==> config.mk <==
export PLATFORM = sky130hd
export DESIGN_NAME = alu_share_ctrl
export DESIGN_NICKNAME = d
export VERILOG_FILES = /design/src/rtl/alu_pkg.sv /design/src/rtl/rr_arb2.sv /design/src/rtl/alu_share_ctrl.sv
export SDC_FILE = /design/constraint.sdc
export NUM_CORES = 1
export LEC_CHECK = 0
export CAP_MARGIN = 10
export CORE_MARGIN = 2
export CORE_UTILIZATION = 33
export DETAILED_ROUTE_END_ITERATION = 7
export PLACE_DENSITY = 0.77
export SLEW_MARGIN = 0
export SYNTH_ARGS = -nofsm -noshare
export SYNTH_HDL_FRONTEND = slang
export SYNTH_SLANG_ARGS = --single-unit
==> constraint.sdc <==
create_clock -name CLK -period 1.2 [get_ports CLK]
set_input_delay 0.18 -clock CLK [delete_from_list [all_inputs] [get_ports CLK]]
set_output_delay 0.18 -clock CLK [all_outputs]
set_load 0.01 [all_outputs]
==> src/rtl/alu_pkg.sv <==
// Shared definitions for the ALU sharing controller:
// opcode constants, FSM state type and default widths.
package alu_pkg;

    localparam int WIDTH_D = 32;
    localparam int OPW_D   = 5;

    localparam logic [OPW_D-1:0] OP_NOP = 5'd0;
    localparam logic [OPW_D-1:0] OP_ADD = 5'd1;
    localparam logic [OPW_D-1:0] OP_SUB = 5'd2;
    localparam logic [OPW_D-1:0] OP_AND = 5'd4;
    localparam logic [OPW_D-1:0] OP_OR  = 5'd5;
    localparam logic [OPW_D-1:0] OP_SLT = 5'd6;
    localparam logic [OPW_D-1:0] OP_SGE = 5'd7;
    localparam logic [OPW_D-1:0] OP_XOR = 5'd9;
    localparam logic [OPW_D-1:0] OP_EQ  = 5'd10;

    typedef enum logic [1:0] {
        IDLE = 2'd0,
        EXEC = 2'd1,
        RESP = 2'd2
    } state_t;

endpackage

==> src/rtl/rr_arb2.sv <==
// Two-way round-robin grant: a single requester always wins,
// on a tie the port that did not win last time wins.
module rr_arb2 (
    input  logic [1:0] i_valid,
    input  logic       i_last,
    output logic       o_any,
    output logic       o_idx
);

    always_comb begin
        o_any = |i_valid;
        o_idx = 1'b0;
        unique case (i_valid)
            2'b01:   o_idx = 1'b0;
            2'b10:   o_idx = 1'b1;
            2'b11:   o_idx = ~i_last;
            default: o_idx = 1'b0;
        endcase
    end

endmodule

==> src/rtl/alu_share_ctrl.sv <==
// Arbitrates two requesters onto one shared ALU and returns
// the captured result through a valid/ready response handshake.
module alu_share_ctrl
    import alu_pkg::*;
#(
    parameter int               WIDTH  = WIDTH_D,
    parameter int               OPW    = OPW_D,
    parameter logic [OPW-1:0]   NOP_OP = '0
) (
    input  logic             CLK,
    input  logic             RSTa,

    input  logic             r0_valid,
    output logic             r0_ready,
    input  logic [OPW-1:0]   r0_op,
    input  logic [WIDTH-1:0] r0_a,
    input  logic [WIDTH-1:0] r0_b,
    output logic             r0_rsp_valid,
    input  logic             r0_rsp_ready,

    input  logic             r1_valid,
    output logic             r1_ready,
    input  logic [OPW-1:0]   r1_op,
    input  logic [WIDTH-1:0] r1_a,
    input  logic [WIDTH-1:0] r1_b,
    output logic             r1_rsp_valid,
    input  logic             r1_rsp_ready,

    output logic [WIDTH-1:0] rsp_res,
    output logic             rsp_zero,

    output logic [OPW-1:0]   ALU_operation,
    output logic [WIDTH-1:0] A,
    output logic [WIDTH-1:0] B,
    input  logic [WIDTH-1:0] res,
    input  logic             zero,

    output logic             busy,
    output logic             grant
);

    state_t             r_state;
    state_t             w_state_nxt;
    logic               r_last;
    logic               r_grant;
    logic [OPW-1:0]     r_op;
    logic [WIDTH-1:0]   r_a;
    logic [WIDTH-1:0]   r_b;
    logic [WIDTH-1:0]   r_res;
    logic               r_zero;

    logic               w_any;
    logic               w_idx;
    logic               w_take;
    logic               w_ack;

    rr_arb2 u_arb (
        .i_valid ({r1_valid, r0_valid}),
        .i_last  (r_last),
        .o_any   (w_any),
        .o_idx   (w_idx)
    );

    assign w_ack = r_grant ? r1_rsp_ready : r0_rsp_ready;

    always_comb begin
        w_state_nxt = r_state;
        w_take      = 1'b0;
        r0_ready    = 1'b0;
        r1_ready    = 1'b0;
        case (r_state)
            IDLE: begin
                if (w_any) begin
                    w_take      = 1'b1;
                    w_state_nxt = EXEC;
                    r0_ready    = ~w_idx;
                    r1_ready    = w_idx;
                end
            end
            EXEC: w_state_nxt = RESP;
            RESP: begin
                if (w_ack)
                    w_state_nxt = IDLE;
            end
            default: w_state_nxt = IDLE;
        endcase
    end

    always_ff @(posedge CLK) begin
        if (RSTa) begin
            r_state <= IDLE;
            r_last  <= 1'b1;
            r_grant <= 1'b0;
            r_op    <= '0;
            r_a     <= '0;
            r_b     <= '0;
            r_res   <= '0;
            r_zero  <= 1'b0;
        end else begin
            r_state <= w_state_nxt;
            if (w_take) begin
                r_grant <= w_idx;
                r_op    <= w_idx ? r1_op : r0_op;
                r_a     <= w_idx ? r1_a  : r0_a;
                r_b     <= w_idx ? r1_b  : r0_b;
            end
            if (r_state == EXEC) begin
                r_res  <= res;
                r_zero <= zero;
            end
            if (r_state == RESP && w_ack)
                r_last <= r_grant;
        end
    end

    // Opcode is only live during EXEC; operands simply hold to avoid toggling.
    assign ALU_operation = (r_state == EXEC) ? r_op : NOP_OP;
    assign A             = r_a;
    assign B             = r_b;

    assign r0_rsp_valid  = (r_state == RESP) && !r_grant;
    assign r1_rsp_valid  = (r_state == RESP) && r_grant;
    assign rsp_res       = r_res;
    assign rsp_zero      = r_zero;
    assign busy          = (r_state != IDLE);
    assign grant         = r_grant;

endmodule

Yosys cells after proc, flatten, opt, wreduce, memory -nomap -nowiden
Cells that the tools add are included.
Word-level totals
  word-level logic and storage cells: 39
  register bits after elaboration: 106
  output and inout port bits: 108
Operators by class
  bitwise logic cells: 2
  muxes and demuxes: 15
  reduce and logical (&&, ||, !) cells: 8
  equal/unequal tests: 6
Operator list (count)
  32-bit two-way mux: 2
  5-bit two-way mux: 2
  1-bit two-way mux: 7
  2-bit equality test, second input constant: 3
  2-bit case mux with 3 select lines: 1
  2-bit two-way mux: 2
  1-bit logical AND: 3
  2-bit by 1-bit equality test with 1-bit output, second input constant: 1
  2-bit logical NOT: 1
  2-bit by 1-bit != test with 1-bit output, second input constant: 1
  2-bit != test, second input constant: 1
  1-bit NOT: 2
  1-bit case mux with 2 select lines: 1
  2-bit AND reduction: 1
  2-bit nonzero test: 1
  2-bit OR reduction: 1
  1-bit logical NOT: 1

Longest topological paths before layout
  depth after elaboration: 5
  depth in mapped cells: 5
  depth with buffers taken out: 4

Modules after synthesis
A second synthesis with hierarchy kept.
Second synthesis, totals
  cell total of the unflattened synthesis: 407
  area total of the unflattened synthesis: 4264.1 µm²
Modules (own cells, without submodules)
  alu_share_ctrl: area an instance 4250.3 µm², instances 1, sequential area each 2122.0 µm², cells each 405
  rr_arb2: area an instance 13.8 µm², instances 1, sequential area each 0.0 µm², cells each 2

Worst setup path before layout
OpenSTA, ideal clock, no wires.
  path kind: flip-flop to output port
  from: register r_state[1]
  to: output port r0_ready
  path slack: -0.218 ns
  stages on the path, launching flop included: 5
  data required time: 1.020 ns
  arrival: 1.238 ns
  path through: dfxtp_1 nor2_2 inv_1 clkbuf_1 nor3_1
Between the ends
  cells in the longest elaborated chain, start to end: 2
Ends and longest elaborated chain
  start, declared: line alu_share_ctrl.sv:42  | state_t r_state;
  start signal, assigned: line alu_share_ctrl.sv:100  | r_state <= w_state_nxt;
  2-bit logical NOT: line alu_share_ctrl.sv:71  | case (r_state)
  1-bit two-way mux: line alu_share_ctrl.sv:71
  end, declared: line alu_share_ctrl.sv:14  | output logic r0_ready,
No other way between the ends.

Worst setup path after layout
  from: register r_state[1]
  to: output port ALU_operation[0]
Between the ends
  cells in the longest elaborated chain, start to end: 2
Ends and longest elaborated chain
  2-bit by 1-bit equality test with 1-bit output: line alu_share_ctrl.sv:117  | assign ALU_operation = (r_state == EXEC) ? r_op : NOP_OP;
  5-bit two-way mux: line alu_share_ctrl.sv:117
  end, declared: line alu_share_ctrl.sv:32  | output logic [OPW-1:0] ALU_operation,
No other way between the ends.

==> impl_metrics.yaml <==
yosys:
  avgSynthCellArea_um2: 8.23
  yosysWarnings: 0
  synthTopCellsByArea: "dfxtp_1, a21oi_1, a31oi_1"
  synth_seq_cells: 106
  netlist_instances: 553
  netlist-cell-type-count: 27
  ys_seq_area_share_pct: 46.6
  synth_top_area_share_pct: 46.6
  syn_area_um2: 4550
  synth_top_area_cell: "dfxtp_1"
  synth_nets: 730
global_routing:
  grt.total_usage_pct: 27.3
  overflow: 0
  grt-busiest-layer: "met2"
  grt_pass1_vias: 5960
  met2_usage_pct: 47.6
  grt_use_met1_pct: 31.2
  grt_max_degree: 56
  met3_usage_pct: 6.77
  antenna_found_initial: 0
  grt_first_pass_wirelength_um: 31300
worst_setup_path:
  cp_top_family: "flip-flops"
  end_kind: "output pin"
  critPathMaxStageDelay_ns: 0.37
  path_cells: "nor2b_4 -> buf_6 -> and2_4 -> buf_6"
  startpoint_type: "flop"
  required_ns: 1.02
  critPathKind: "flop to output pin"
  arrival_ns: 1.28
  cp.buffers_inverters: 2
  worstPathMaxFanout: 5
  cp_common_cell: "buf_6"
  slowest_stage: "dfxtp_4"
final_layout:
  final_layout_size_suffix_gt1_share_pct: 29.0
  synthToLayoutAreaGrowth_pct: 112
  layout_common_cells: "clkdlybuf4s50_1, dfxtp_1, dlygate4sd2_1, nand4_1, a31oi_1"
  fill_cells: 1000
  fin_area_um2: 9630
  finish.utilization_pct: 72.2
  final_nets: 1038
  regArea_um2: 2130
  multi_input_area_um2: 2850
  antennaDiodeCount: 0
  mostFrequentLayoutCell: "clkdlybuf4s50_1"
place:
  postPlaceCellArea_um2: 7650
  dp_hpwl_um: 12200
  routabilityCongestion: 0.794
  place_ws_ns: -0.680
  io_buffer_count: 284
drt:
  wire_per_inst_um: 21.2
  vias: 5864
  viasPerCell: 5.63
  drc: 0
  wl_um: 22100
  antenna_left: 0
  drt-initial-drc-count: 423
  dr.pass1.iters: 6
pwr:
  cellLeakagePower_nw: 3.96
  powerDensity_nw_per_um2: 1160
  peakVddDrop_uv: 936
  totalPowerFinal_w: 0.0112
outcome:
  outcome: "finished, violations left"
  violations: "negative setup slack"
floorplan:
  coreArea_um2: 13300
  ioPinCount: 285
  rows: 42
  start_util_pct: 34.1
  die_h_um: 121
  die_x_um: 121
  die_area_um2: 14700
sta:
  fin_ws_ns: -0.261
  fin_skew_ns: 0.00381
  fmax_mhz: 684
  max-slew-margin-rel_pct: 75.1
  drv_slew: 0
  fin_crit_sh_pct: 122
  setup_viol: 113
  hold_viol_final: 0
  rsz0062_at_grt: "true"
  tightestPinTransition_ns: 0.374
  hold_ws_ns: 0.328
  min_period_ns: 1.46
run:
  drv_cap: 0
clock_network:
  h-tree-depth: 3
  cts_made_buffers: 9
  cts_sinks: 106
  root_buffer: "clkbuf_16"
  clkSlewWorstSetupHoldPaths_ns: 0.07
  clock_latency_ns: 0.34
  cts_tree: "built"
  clk_path_buf_depth: 2
  hold_buffers: 0
min_path:
  hold_class: "input port to flop"
## synthesized netlist by cell type (all sizes together)
library cell / number
o21ai: 47
a31oi: 46
inv: 2
mux2i: 24
nand2b: 2
or2: 1
a211oi: 23
dfxtp: 106
nand3: 46
nor3: 2
and2: 6
a21boi: 1
nand2: 67
nand4: 46
nor2: 4
a21oi: 60
o21bai: 1
nor2b: 3
clkbuf: 41
buf: 24
nand3b: 1
## cell type report
cell class	count	area share [%]
repair buffers	362	42.8
multi-input cells	380	29.6
flip-flops and latches	106	22.1
clock buffers	13	2.81
well taps	176	2.29
clock inverters	3	0.234
inverters	2	0.104
## registers in the layout, indices dropped and copies added, names as in the netlist
signal / flops
r_state: 2
r_op: 5
rsp_res: 32
B: 32
A: 32
r_last: 1
grant: 1
rsp_zero: 1
## report_power, final
part	total, W	switching (W)	internal [W]
logic	0.00422	0.00193	0.00229
clock network	0.00289	0.00130	0.00159
registers	0.00407	0.000204	0.00386
## timing repair
item,in CTS,in global routing
buffers inserted,28,4
endpoints found under the setup margin,208,123
resized for setup,280,156
gates cloned,21,6
pin swaps,59,93
## final timing paths
path                                  from                       end  slack [ns]  cells past startpoint
setup / recovery   r_state[1]$_SDFFE_PP0P_          ALU_operation[0]       -0.26                      4
hold / removal                        RSTa      r_op[2]$_SDFFE_PP0P_        0.33                      3
setup reg to reg   r_state[0]$_SDFFE_PP0P_         B[6]$_SDFFE_PP0P_       -0.25                      7
hold reg to reg   rsp_res[17]$_SDFFE_PP0N_  rsp_res[17]$_SDFFE_PP0N_        0.46                      2
## layer usage
metal / vias to the layer above / routed length, um
met5: - / 0
met4: 0 / 755
met3: 62 / 1950
met2: 352 / 11100
met1: 2797 / 8280
li1: 2653 / -
## metrics by stage
stage	cells	TNS [ns]
floorplan	553	-0.454
global placement	975	-41.45
detailed placement	975	-46.14
CTS	1039	-18.50
global route	1042	-25.69
finish	1042	-18.28
## worst min-delay path, cell delays in order
cell,delay (ns)
buf_4,0.12
buf_12,0.25
a31oi_1,0.06
## cell families (layout without fill, tap and decap cells)
group | count (synthesis) | after routing | share of synthesized area, %
AOI/OAI and AO/OA | 178 | 178 | 22.2
and+or+nand+nor | 178 | 178 | 19.4
DFF | 106 | 106 | 46.6
buffers and inverters | 67 | 380 | 6.46
muxes | 24 | 24 | 5.28
(Power assumes the default switching activity.)
